[config.mk]
export PLATFORM = sky130hd
export DESIGN_NAME = flex_updown_counter
export DESIGN_NICKNAME = d
export VERILOG_FILES = /design/src/rtl/flex_cnt_pkg.sv /design/src/rtl/flex_prescaler.sv /design/src/rtl/flex_updown_counter.sv
export SDC_FILE = /design/constraint.sdc
export NUM_CORES = 1
export LEC_CHECK = 0
export BUFFER_PORTS_ARGS = -buffer_cell sky130_fd_sc_hd__buf_2
export CORE_MARGIN = 10
export CORE_UTILIZATION = 49
export DETAILED_ROUTE_END_ITERATION = 12
export GPL_ROUTABILITY_DRIVEN = 1
export PLACE_DENSITY_LB_ADDON = 0.12
export SLEW_MARGIN = 10
export SYNTH_ARGS = -nofsm -noshare
export SYNTH_HDL_FRONTEND = slang
export SYNTH_SLANG_ARGS = --single-unit
export TNS_END_PERCENT = 1
[constraint.sdc]
create_clock -name clk -period 3.1 [get_ports clk]
set_input_delay 0.93 -clock clk [delete_from_list [all_inputs] [get_ports clk]]
set_output_delay 0.93 -clock clk [all_outputs]
set_load 0.02 [all_outputs]
[src/rtl/flex_cnt_pkg.sv]
// Shared types and default widths for the flexible up/down counter and its prescaler.
package flex_cnt_pkg;

  typedef enum logic {MODE_WRAP = 1'b0, MODE_SAT = 1'b1} mode_t;
  typedef enum logic {DIR_UP = 1'b0, DIR_DOWN = 1'b1} dir_t;

  localparam int DEF_CNT_BITS      = 4;
  localparam int DEF_STEP_BITS     = 2;
  localparam int DEF_PRESCALE_BITS = 4;

endpackage

[src/rtl/flex_prescaler.sv]
// Enable divider for flex_updown_counter: emits a tick on every (prescale_val+1)-th
// enabled cycle. Instantiated only when FLEX_CNT_PRESCALE_EN is defined.
module flex_prescaler
  import flex_cnt_pkg::*;
#(
  parameter int PRESCALE_BITS = DEF_PRESCALE_BITS
) (
  input  logic                     clk,
  input  logic                     n_rst,
  input  logic                     clear,
  input  logic                     enable,
  input  logic [PRESCALE_BITS-1:0] prescale_val,
  output logic                     tick
);

  logic [PRESCALE_BITS-1:0] pre_q;

  // >= rather than == so a divider lowered mid-period still terminates the period.
  assign tick = enable && (pre_q >= prescale_val);

  always_ff @(posedge clk or negedge n_rst) begin
    if (!n_rst) begin
      pre_q <= '0;
    end else if (clear) begin
      pre_q <= '0;
    end else if (enable) begin
      pre_q <= tick ? '0 : pre_q + 1'b1;
    end
  end

endmodule

[src/rtl/flex_updown_counter.sv]
// Bounded up/down counter with programmable step, wrap/saturate mode and registered
// boundary flags. Define FLEX_CNT_PRESCALE_EN to add the prescale_val divider.
module flex_updown_counter
  import flex_cnt_pkg::*;
#(
  parameter int NUM_CNT_BITS  = DEF_CNT_BITS,
  parameter int STEP_BITS     = DEF_STEP_BITS,
  parameter int PRESCALE_BITS = DEF_PRESCALE_BITS
) (
  input  logic                     clk,
  input  logic                     n_rst,
  input  logic                     clear,
  input  logic                     load,
  input  logic [NUM_CNT_BITS-1:0]  load_val,
  input  logic                     count_enable,
  input  logic                     count_down,
  input  logic                     mode,
  input  logic [STEP_BITS-1:0]     step,
  input  logic [NUM_CNT_BITS-1:0]  floor_val,
  input  logic [NUM_CNT_BITS-1:0]  rollover_val,
`ifdef FLEX_CNT_PRESCALE_EN
  input  logic [PRESCALE_BITS-1:0] prescale_val,
`endif
  output logic [NUM_CNT_BITS-1:0]  count_out,
  output logic                     rollover_flag,
  output logic                     floor_flag,
  output logic                     wrap_pulse,
  output logic                     cfg_err
);

  // Two guard bits: one for up-count overflow, one as sign for down-count underflow.
  localparam int EW = ((NUM_CNT_BITS > STEP_BITS) ? NUM_CNT_BITS : STEP_BITS) + 2;

  if (NUM_CNT_BITS < 1 || STEP_BITS < 1 || PRESCALE_BITS < 1) begin : g_param_check
    $error("flex_updown_counter: all widths must be at least 1");
  end

  logic [NUM_CNT_BITS-1:0] count_q, count_d;
  logic                    rollover_flag_q, floor_flag_q, wrap_pulse_q, cfg_err_q;
  logic                    wrap_d;
  logic                    cfg_bad, advance;
  mode_t                   mode_s;
  dir_t                    dir_s;
  logic signed [EW-1:0]    cnt_x, step_x, floor_x, roll_x, sum_x, diff_x;

  assign mode_s  = mode_t'(mode);
  assign dir_s   = dir_t'(count_down);
  assign cfg_bad = floor_val > rollover_val;

`ifdef FLEX_CNT_PRESCALE_EN
  flex_prescaler #(
    .PRESCALE_BITS(PRESCALE_BITS)
  ) u_prescaler (
    .clk          (clk),
    .n_rst        (n_rst),
    .clear        (clear | load),
    .enable       (count_enable & ~cfg_bad),
    .prescale_val (prescale_val),
    .tick         (advance)
  );
`else
  assign advance = count_enable & ~cfg_bad;
`endif

  assign cnt_x   = $signed({{(EW-NUM_CNT_BITS){1'b0}}, count_q});
  assign step_x  = $signed({{(EW-STEP_BITS){1'b0}}, step});
  assign floor_x = $signed({{(EW-NUM_CNT_BITS){1'b0}}, floor_val});
  assign roll_x  = $signed({{(EW-NUM_CNT_BITS){1'b0}}, rollover_val});
  assign sum_x   = cnt_x + step_x;
  assign diff_x  = cnt_x - step_x;

  always_comb begin
    count_d = count_q;
    wrap_d  = 1'b0;
    if (clear) begin
      count_d = '0;
    end else if (load) begin
      count_d = load_val;
    end else if (advance && step != '0) begin
      if (dir_s == DIR_UP) begin
        if (sum_x > roll_x) begin
          wrap_d  = 1'b1;
          count_d = (mode_s == MODE_WRAP) ? floor_val : rollover_val;
        end else begin
          count_d = sum_x[NUM_CNT_BITS-1:0];
        end
      end else begin
        if (diff_x < floor_x) begin
          wrap_d  = 1'b1;
          count_d = (mode_s == MODE_WRAP) ? rollover_val : floor_val;
        end else begin
          count_d = diff_x[NUM_CNT_BITS-1:0];
        end
      end
    end
  end

  // Flags compare the next count so they line up with count_out.
  always_ff @(posedge clk or negedge n_rst) begin
    if (!n_rst) begin
      count_q         <= '0;
      rollover_flag_q <= 1'b0;
      floor_flag_q    <= 1'b0;
      wrap_pulse_q    <= 1'b0;
      cfg_err_q       <= 1'b0;
    end else begin
      count_q         <= count_d;
      rollover_flag_q <= (count_d == rollover_val);
      floor_flag_q    <= (count_d == floor_val);
      wrap_pulse_q    <= wrap_d;
      cfg_err_q       <= cfg_bad;
    end
  end

  assign count_out     = count_q;
  assign rollover_flag = rollover_flag_q;
  assign floor_flag    = floor_flag_q;
  assign wrap_pulse    = wrap_pulse_q;
  assign cfg_err       = cfg_err_q;

endmodule

After elaboration in Yosys (flattened, before gate mapping)
Cells that the tools add are included.
{"block": "totals", "ff_bits": 8, "inputBits": 21, "out_inout_bits": 8, "wordCells": 30}
{"block": "classes", "addsub": 2, "order_cmp": 3, "eq_ne": 2, "n_mux": 14, "bitwise_logic": 2, "n_reduce_logical": 2}
{"op": "4-bit two-way mux", "count": 8}
{"op": "4-bit == test", "count": 2}
{"op": "1-bit two-way mux", "count": 6}
{"op": "4-bit by 2-bit adder with 5-bit output", "count": 1}
{"op": "5-bit by 4-bit greater-than comparator with 1-bit output", "count": 1}
{"op": "5-bit less-than comparator", "count": 1}
{"op": "4-bit by 2-bit subtractor with 5-bit output", "count": 1}
{"op": "4-bit greater-than comparator", "count": 1}
{"op": "2-bit nonzero test", "count": 1}
{"op": "1-bit bitwise AND", "count": 1}
{"op": "1-bit logical AND", "count": 1}
{"op": "1-bit NOT", "count": 1}

Depth between registers and ports, before layout
Gate-level depths: netlist of the first run.
{"block": "depth", "ltp_word": 8, "depth_mapped": 15, "depth_no_buf": 14}

Worst setup path after synthesis of the first run
Ideal clock, no wire load.
{"block": "synth_path", "path_type": "in2reg", "start": "input step[0]", "end": "register rollover_flag_q (netlist: rollover_flag)", "setup_time_ns": 0.127, "t_arrival_ns": 3.534, "path_slack_ns": -0.560, "path_stages": 12, "n_path_buf": 0, "cell_sequence": "ha_1 > fa_1 > xor2_1 > ha_1 > or3_4 > o22ai_4 > nor2_2 > a211oi_2 > o221a_2 > mux2_4 > a211oi_2 > nor4_2"}
{"block": "synth_via", "elab_chain_cells": 8}
{"item": "start: declaration", "line": "flex_updown_counter.sv:18", "rtl": "input logic [STEP_BITS-1:0] step,"}
{"item": "4-bit by 2-bit adder with 5-bit output / 4-bit by 2-bit subtractor with 5-bit output (equally long branches)", "line": "flex_updown_counter.sv:69, flex_updown_counter.sv:70"}
{"item": "5-bit by 4-bit greater-than comparator with 1-bit output / 5-bit less-than comparator (equally long branches)", "line": "flex_updown_counter.sv:81, flex_updown_counter.sv:88"}
{"item": "4-bit two-way mux, on equally long branches", "line": "flex_updown_counter.sv:81, flex_updown_counter.sv:88"}
{"item": "4-bit two-way mux", "line": "flex_updown_counter.sv:80", "rtl": "if (dir_s == DIR_UP) begin"}
{"item": "4-bit two-way mux *", "line": "flex_updown_counter.sv:79", "rtl": "end else if (advance && step != '0) begin"}
{"item": "4-bit two-way mux *", "line": "flex_updown_counter.sv:77", "rtl": "end else if (load) begin"}
{"item": "4-bit two-way mux *", "line": "flex_updown_counter.sv:75", "rtl": "if (clear) begin"}
{"item": "4-bit == test *", "line": "flex_updown_counter.sv:108", "rtl": "rollover_flag_q <= (count_d == rollover_val);"}
{"item": "end signal: assignment", "line": "flex_updown_counter.sv:108"}
{"item": "end: declaration", "line": "flex_updown_counter.sv:39", "rtl": "logic rollover_flag_q, floor_flag_q, wrap_pulse_q, cfg_err_q;"}
Every way passes the cells marked *; elsewhere a longest branch is shown, timed or not.

Worst setup path after layout of the first run
{"block": "layout_path", "start": "input step[1]", "end": "register rollover_flag_q (netlist: rollover_flag)"}
The elaborated chain is that of the path after synthesis.

==> flow_metrics.tcl, run 1 <==
set metrics [dict create \
    gp_routability_congestion 0.927 \
    grt_pass1_wl_um 6710 \
    yosys.area_share.xor_xnor_pct 6.99 \
    synth_nets 186 \
    crit_path_max_incr_delay_ns 0.32 \
    powerDensity_mw_per_mm2 340 \
    hold_path_class "in2async" \
    avgViaCountPerCell 5.73 \
    crit_arrival_ns 3.68 \
    synthTopCellsByCount "18 x inv_1, 15 x ha_1, 13 x nand2_1" \
    max_cap_violations 0 \
    fin_skew_ns 0.00180 \
    final_antenna_net_count 0 \
    synthTopCellsByArea "dfrtp_1 16%, ha_1 15%, inv_1 5.4%" \
    clk_pin_slew_ns 0.06 \
    grt.busiest_layer "met2" \
    clk_path_buf_depth 2 \
    wl_per_cell_um 17.0 \
    max_slew_margin_pct 75.5 \
    path_cells "buf_2 -> inv_2 -> ha_4 -> buf_4 -> nor2b_1 -> o21ai_1 -> xnor2_1 -> ha_1 -> nand2_1 -> o22ai_2 -> o21ai_2 -> mux2i_1 -> o221a_2 -> mux2_4 -> a211oi_2 -> nor4_2" \
    worstPathMaxFanout 5 \
    pre_cts_slack_ns -0.856 \
    drive_gt1_share_pct 42.2 \
    synth_edf_count 0 \
    met1_usage_pct 18.3 \
    synth_top_cell_area_share_pct 16.0 \
    synth_cell_type_count 50 \
    nets 246 \
    fp-row-count 18 \
    tightest_slew_ns 0.365 \
    syn_area_per_cell_um2 8.47 \
    crit_slowest_cell "ha_1" \
    drt-pass1-iter-count 4 \
    violations "negative setup slack" \
    fmax_mhz 283 \
    clock-root-buffer "clkbuf_4" \
    dieArea_mm2 0.00498 \
    critPathBufInv 3 \
    coreArea_mm2 0.00245 \
    worst_ir_drop_vdd_uv 225 \
    min_period_ns 3.53 \
    slew_violations 0 \
    fillers 206 \
    antenna_found_initial 0 \
    cts_tree "yes" \
    synth-main-ff-cell "dfrtp_1" \
    yosys.area.top_type "dfrtp_1" \
    io_buffers 28 \
    yosysWarnings 0 \
    gr-usage-met2_pct 28.1 \
    overflow 0 \
    grt_util_met3_pct 3.21 \
    start_util_pct 51.1 \
    crit_path_end_kind "register" \
    required_ns 3.25 \
    io-pin-count 29 \
    syn-cell-area_mm2 0.00125 \
    synthArstFlopShare_pct 100 \
    grt_pass1_vias 1420 \
    finalSetupViolCount 6 \
    dieHeight_um 70.6 \
    cts_hold_buffers 0 \
    totalWireLength_um 4010 \
    critPathLaunchType "input pin" \
    min_period_over_period_pct 114 \
    synth-simple-area-share_pct 17.9 \
    antennaDiodeCount 0 \
    numCtsBuffers 3 \
    clock-sinks 8 \
    status "complete, but fails checks" \
    crit_family "compound AO/OA/AOI/OAI gates" \
    die_w_um 70.6 \
    synth-seq-cells 8 \
    synth_top_family_by_area "compound AO/OA/AOI/OAI gates" \
    fin_util_pct 70.3 \
    crit_type "in2reg" \
    grt_usage_pct 16.1 \
    synth_compound_area_share_pct 29.8 \
    drc_errors 0 \
    yosysMostFrequentCell "inv_1" \
    synth.mux.area_fraction_pct 3.59 \
    drt-initial-drc-count 52 \
    timing.final.ws_setup_ns -0.435 \
    synth_cells 148 \
    synthAdderAreaFrac_pct 18.2 \
    vias 1353 \
    syn_to_final_growth_pct 37.7 \
    hpwl_um 3390 \
    total_leakage_power_nw 0.866 \
    timing.setup.tns_ns -1.41 \
    rsz0062_at_grt "true" \
    cts_max_level 1 \
    clk_latency_ns 0.27 \
    yosysSeqAreaShare_pct 16.0 \
    hold_viol 0 \
    grt_max_degree 16 \
]
power by group:
part | total [W] | leakage, nW | internal [W] | switching, W
clock network | 0.0000846 | 0.0138 | 0.0000446 | 0.0000400
logic | 0.000384 | 0.747 | 0.000184 | 0.000200
registers | 0.000118 | 0.106 | 0.000113 | 0.00000555
total | 0.000587 | 0.866 | 0.000342 | 0.000245
layer usage:
| layer | wire length, um | share of wire (%) | up-vias |
|---|---|---|---|
| li1 | - | - | 662 |
| met1 | 1640 | 41 | 634 |
| met2 | 1950 | 49 | 46 |
| met3 | 284 | 7.1 | 11 |
| met4 | 138 | 3.4 | 0 |
| met5 | 0 | 0 | - |
metrics by stage:
step	instance area [um2]	hold WS [ns]	std cells	total power (W)
global route	1730	0.502	236	0.000632
global placement	1660	0.770	231	0.000471
finish	1730	0.494	236	0.000587
CTS	1710	0.493	235	0.000581
floorplan	1270	0.634	148	0.000346
detailed placement	1660	0.778	231	0.000484
final cells by class:
type	count	area [um2]	share of cell area, %
well taps	30	37.5	2.17
multi-input cells	117	1010	58.3
inverters	18	67.6	3.91
flip-flops and latches	8	200	11.6
repair buffers	60	393	22.8
clock buffers	3	22.5	1.30
state kept, by name, indices dropped and copies added, names as in the netlist:
| signal | count |
|---|---|
| count_out | 4 |
| cfg_err | 1 |
| floor_flag | 1 |
| rollover_flag | 1 |
| wrap_pulse | 1 |
what timing repair did:
action / 4_1_cts / 5_1_grt
gates resized for setup: 4 / 3
setup endpoints to repair: 6 / 6
buffers inserted: 1 / 1
cloned: 0 / 0
pin swaps: 6 / 5
final timing paths:
kind,from,endpoint,slack (ns),cells after the start
worst min-delay path,n_rst,floor_flag,0.49,1
min in group clk,count_out[1],rollover_flag,0.87,3
max in group asynchronous,n_rst,cfg_err,2.44,1
worst max register to register,count_out[1],rollover_flag,-0.08,14
worst min register to register,count_out[1],rollover_flag,0.87,3
worst max-delay path,step[1],rollover_flag,-0.43,16
layout by cell type, fill, tap and decap left out, drive strengths merged, types with 2 or more instances in the layout:
cell,synthesis,final
o211a,2,2
o2111ai,2,2
o22ai,3,3
o21ai,6,6
xor2,3,3
clkbuf,1,3
nor3b,2,2
dfrtp,8,8
o21a,5,5
buf,3,60
nand3,2,2
o31ai,3,3
a211oi,5,5
nand2,13,13
nor2b,3,3
o221ai,4,4
ha,15,15
nor4,3,3
a21boi,2,2
o211ai,2,2
fa,2,2
mux2i,3,3
xnor2,7,7
inv,18,18
or3,3,3
nor2,10,10
a21oi,5,5
logic make-up after synthesis:
group | count (synthesis)
AOI/OAI and AO/OA | 46
xor gates and xnor gates | 10
adders and majority gates | 17
buffers and inverters | 23
DFF | 8
muxes | 4
and+or+nand+nor | 40
(Power assumes the default switching activity.)
==> run 2: changes to the inputs <==
--- a/config.mk
+++ b/config.mk
@@ -10,9 +10,10 @@
 export CORE_UTILIZATION = 49
 export DETAILED_ROUTE_END_ITERATION = 12
 export GPL_ROUTABILITY_DRIVEN = 1
+export GPL_TIMING_DRIVEN = 0
 export PLACE_DENSITY_LB_ADDON = 0.12
 export SLEW_MARGIN = 10
 export SYNTH_ARGS = -nofsm -noshare
 export SYNTH_HDL_FRONTEND = slang
 export SYNTH_SLANG_ARGS = --single-unit
-export TNS_END_PERCENT = 1
+export TNS_END_PERCENT = 30
==> flow_metrics.tcl, run 2 (synthesis results as in run 1) <==
set metrics [dict create \
    status "complete, but fails checks" \
    violations "negative setup slack" \
    syn_to_final_growth_pct 30.5 \
    final_antenna_net_count 0 \
    slew_violations 0 \
    crit_path_end_kind "register" \
    clk_path_buf_depth 2 \
    final_cell_mix "27 x buf_2, 18 x inv_1, 12 x nand2_1, 10 x buf_4" \
    power.share.combinational_pct 66.4 \
    critical_path_cell_count 13 \
    internal-power_w 0.000337 \
    grt_pass1_wl_um 6220 \
    clk_latency_ns 0.25 \
    grt_pass1_vias 1336 \
    worst_ir_drop_vdd_uv 222 \
    rsz0062_at_grt "true" \
    io_buffers 27 \
    pre_cts_slack_ns -0.876 \
    antenna_found_initial 0 \
    avgViaCountPerCell 6.05 \
    totalWireLength_um 3880 \
    tightest_slew_ns 0.506 \
    total_leakage_power_nw 0.778 \
    coreArea_mm2 0.00245 \
    finalSetupViolCount 6 \
    critPathLaunchType "input pin" \
    drt-pass1-iter-count 4 \
    fin_skew_ns 0.00146 \
    sequentialPowerShare_pct 20.7 \
    p_sw_w 0.000249 \
    drive_gt1_share_pct 40.6 \
    r2r_cells 12 \
    io-pin-count 29 \
    grt_max_degree 11 \
    reg2reg_slack_ns -0.30 \
    placed_cell_area_mm2 0.00144 \
    clockPowerShare_pct 12.9 \
    clock-sinks 8 \
    drc_errors 0 \
    crit_path_max_incr_delay_ns 0.39 \
    hold_path_class "in2async" \
    timing.final.ws_setup_ns -0.551 \
    hold_viol 0 \
    required_ns 3.23 \
    crit_type "in2reg" \
    path_cells "buf_8 -> ha_2 -> fa_2 -> xor2_1 -> ha_2 -> or3_4 -> o22ai_4 -> nor2_2 -> a211oi_2 -> o221a_2 -> mux2_4 -> a211oi_2 -> nor4_2" \
    layout_commonest_cell "buf_2" \
    drt-initial-drc-count 141 \
    dieHeight_um 70.6 \
    gr-usage-met2_pct 24.4 \
    cts_max_level 1 \
    overflow 0 \
    max_slew_margin_pct 65.9 \
    min_period_ns 3.65 \
    hpwl_um 3020 \
    grt_usage_pct 14.6 \
    cts_tree "yes" \
    cts_hold_buffers 0 \
    grt_util_met3_pct 4.18 \
    max_cap_violations 0 \
    fp-row-count 18 \
    r2r-start "count_out[1]" \
    switching_share_pct 42.5 \
    largest_reg_flops 4 \
    die_w_um 70.6 \
    worstPathMaxFanout 6 \
    clock-root-buffer "clkbuf_4" \
    crit_arrival_ns 3.78 \
    gp_routability_congestion 0.906 \
    dieArea_mm2 0.00498 \
    crit_family "compound AO/OA/AOI/OAI gates" \
    min_period_over_period_pct 118 \
    antennaDiodeCount 0 \
    vias 1313 \
    fmax_mhz 274 \
    grt.busiest_layer "met2" \
    critPathBufInv 1 \
    wl_per_cell_um 17.9 \
    fin_area_mm2 0.00164 \
    clk_pin_slew_ns 0.05 \
    crit_slowest_cell "or3_4" \
    met1_usage_pct 17.8 \
    powerDensity_mw_per_mm2 358 \
    numCtsBuffers 3 \
    worstReg2RegEnd "rollover_flag" \
    start_util_pct 51.1 \
    nets 227 \
]
-- run 2: timing repair --
| item | in CTS | in global routing |
|---|---|---|
| cloned | 0 | 0 |
| buffers inserted | 5 | 5 |
| endpoints found under the setup margin | 6 | 6 |
| gates resized for setup | 16 | 8 |
| pin swaps | 13 | 15 |
-- run 2: cell type report --
type	count	area, um2
Buffer	4	22.5
Sequential cell	8	200
Timing Repair Buffer	37	226
Multi-Input combinational cell	117	1060
Clock buffer	3	22.5
Tap cell	30	37.5
Fill cell	215	818
Inverter	18	67.6
-- run 2: per-stage QoR --
step                      instances  hold WS [ns]  setup TNS, ns  total power, W  utilization (%)
after floorplan                 148         0.634          -1.07        0.000346                -
after global placement          205         0.768          -3.71        0.000418             58.7
after detailed placement        205         0.770          -3.80        0.000427             58.7
after CTS                       213         0.508          -1.40        0.000552             63.8
after global routing            217         0.516          -2.49        0.000624             66.7
final                           217         0.508          -2.11        0.000586             66.7
-- run 2: routing by layer --
metal / part of all wire [%] / vias to the layer above
met5: 0 / -
met4: 1.8 / 0
met3: 8.5 / 10
met2: 47 / 64
met1: 43 / 619
li1: - / 620
-- run 2: worst max path at each step --
stage                     slack, ns       endpoint  startpoint
after floorplan               -0.40  rollover_flag     step[0]
after global placement        -0.89     floor_flag     step[1]
after detailed placement      -0.88     floor_flag     step[1]
after CTS                     -0.48  rollover_flag     step[0]
after global routing          -0.61  rollover_flag     step[0]
final                         -0.55  rollover_flag     step[0]
-- run 2: power groups by stage --
stage | clock network, W | registers [W] | logic [W]
floorplan | 0 | 0.000132 | 0.000213
global placement | 0 | 0.000122 | 0.000296
detailed placement | 0 | 0.000122 | 0.000305
CTS | 0.0000756 | 0.000121 | 0.000355
global route | 0.0000821 | 0.000123 | 0.000419
finish | 0.0000754 | 0.000122 | 0.000389
==> run 3: changes to the inputs <==
--- a/config.mk
+++ b/config.mk
@@ -7,7 +7,7 @@
 export LEC_CHECK = 0
 export BUFFER_PORTS_ARGS = -buffer_cell sky130_fd_sc_hd__buf_2
 export CORE_MARGIN = 10
-export CORE_UTILIZATION = 49
+export CORE_UTILIZATION = 58
 export DETAILED_ROUTE_END_ITERATION = 12
 export GPL_ROUTABILITY_DRIVEN = 1
 export GPL_TIMING_DRIVEN = 0
==> constraint.sdc (replaced) <==
create_clock -name clk -period 4.4 [get_ports clk]
set_input_delay 1.32 -clock clk [delete_from_list [all_inputs] [get_ports clk]]
set_output_delay 1.32 -clock clk [all_outputs]
set_load 0.02 [all_outputs]
==> flow_metrics.tcl, run 3 (synthesis results as in run 1) <==
set metrics [dict create \
    status "finished clean" \
    min_period_ns 4.15 \
    avgViaCountPerCell 6.16 \
    coreArea_mm2 0.00200 \
    clk_pin_slew_ns 0.05 \
    grt_pass1_vias 1294 \
    area.sequential_um2 200 \
    slew_violations 0 \
    cts_hold_buffers 0 \
    sequentialPowerShare_pct 23.5 \
    cts_setup_buffers 0 \
    clk_path_buf_depth 2 \
    tightest_slew_ns 0.483 \
    drt-pass1-iter-count 4 \
    internal-power_w 0.000201 \
    cts_tree "yes" \
    cts_max_level 1 \
    dieArea_mm2 0.00442 \
    clock-root-buffer "clkbuf_4" \
    final_antenna_net_count 0 \
    antenna_found_initial 0 \
    total_leakage_power_nw 0.722 \
    gp_routability_congestion 0.939 \
    switching_share_pct 44.1 \
    drive_gt1_share_pct 27.0 \
    die_w_um 66.5 \
    worstPathMaxFanout 7 \
    antennaDiodeCount 0 \
    r2r_cells 13 \
    clockPowerShare_pct 16.4 \
    crit_arrival_ns 4.30 \
    post_cts_resized 0 \
    drt-initial-drc-count 80 \
    grt_usage_pct 17.0 \
    fp-row-count 16 \
    finalSetupViolCount 0 \
    largest_reg_flops 4 \
    hold_path_class "in2async" \
    hold-worst-slack_ns 0.876 \
    dieHeight_um 66.5 \
    min_period_over_period_pct 94.4 \
    fin_skew_ns 0.000931 \
    max_cap_violations 0 \
    clock-sinks 8 \
    grt_max_degree 11 \
    fillers 170 \
    worst_ir_drop_vdd_uv 164 \
    crit_type "in2reg" \
    rsz0062_at_grt "false" \
    timing.setup.tns_ns 0 \
    io-pin-count 29 \
    start_util_pct 62.6 \
    io_buffers 27 \
    totalWireLength_um 3550 \
    hpwl_um 2960 \
    max_slew_margin_pct 67.5 \
    multi_input_area_um2 958 \
    hold_viol 0 \
    clk_latency_ns 0.27 \
    wl_per_cell_um 17.3 \
    power.total_w 0.000360 \
    numCtsBuffers 3 \
    overflow 0 \
    power.share.combinational_pct 60.0 \
    grt_pass1_wl_um 5980 \
    fmax_mhz 241 \
    p_sw_w 0.000159 \
    drc_errors 0 \
    crit_path_end_kind "register" \
    required_ns 4.55 \
    layout_commonest_cell "buf_2" \
    vias 1262 \
    critPathLaunchType "input pin" \
    syn_to_final_growth_pct 15.3 \
    final_cell_mix "30 x buf_2, 18 x inv_1, 15 x ha_1, 13 x nand2_1, 9 x nor2_1" \
    powerDensity_mw_per_mm2 249 \
    nets 218 \
]
==> run 3: power groups by stage <==
stage	clock network, W	registers, W	logic, W
floorplan	0	0.0000930	0.000148
global placement	0	0.0000858	0.000205
detailed placement	0	0.0000863	0.000213
CTS	0.0000594	0.0000848	0.000214
global route	0.0000631	0.0000857	0.000239
finish	0.0000592	0.0000848	0.000216
==> run 3: final cells by class <==
| class | count | share of cell area [%] |
|---|---|---|
| Sequential cell | 8 | 13.9 |
| Clock buffer | 3 | 1.56 |
| Tap cell | 27 | 2.34 |
| Multi-Input combinational cell | 117 | 66.3 |
| Inverter | 18 | 4.68 |
| Buffer | 5 | 1.90 |
| Timing Repair Buffer | 27 | 9.35 |
==> run 3: final timing paths <==
kind | from | endpoint | slack (ns)
max in group asynchronous | n_rst | cfg_err | 3.36
min reg2reg | count_out[0] | count_out[0] | 0.88
max | step[0] | rollover_flag | 0.25
min in group clk | count_out[0] | count_out[0] | 0.88
min | n_rst | count_out[1] | 0.88
max reg2reg | count_out[0] | rollover_flag | 0.97
==> run 3: routing by layer <==
metal	GRT usage, %	vias to the layer above	wire length (um)
met4	7.85	0	79
met2	26.4	70	1590
li1	-	602	-
met5	0	-	0
met1	20.8	580	1480
met3	5.18	10	404
==> run 3: worst max-delay path, cell delays in order <==
cell and delay (ns):
buf_2 0.12, ha_1 0.22, fa_1 0.42, xor2_1 0.22, ha_1 0.22, or3_4 0.38, o22ai_4 0.24, nor2_2 0.08
a211oi_2 0.20, o221a_2 0.27, mux2_4 0.31, a211oi_2 0.22, nor4_2 0.07
==> run 3: metrics by stage <==
stage                     util (%)  cells  setup WS [ns]  instance area, um2
after floorplan                  -    148          0.350                1250
final                         72.2    205          0.246                1450
after detailed placement      71.1    202       -0.00966                1420
after CTS                     72.2    205          0.259                1450
after global routing          72.2    205          0.145                1450
after global placement        71.1    202         0.0515                1420
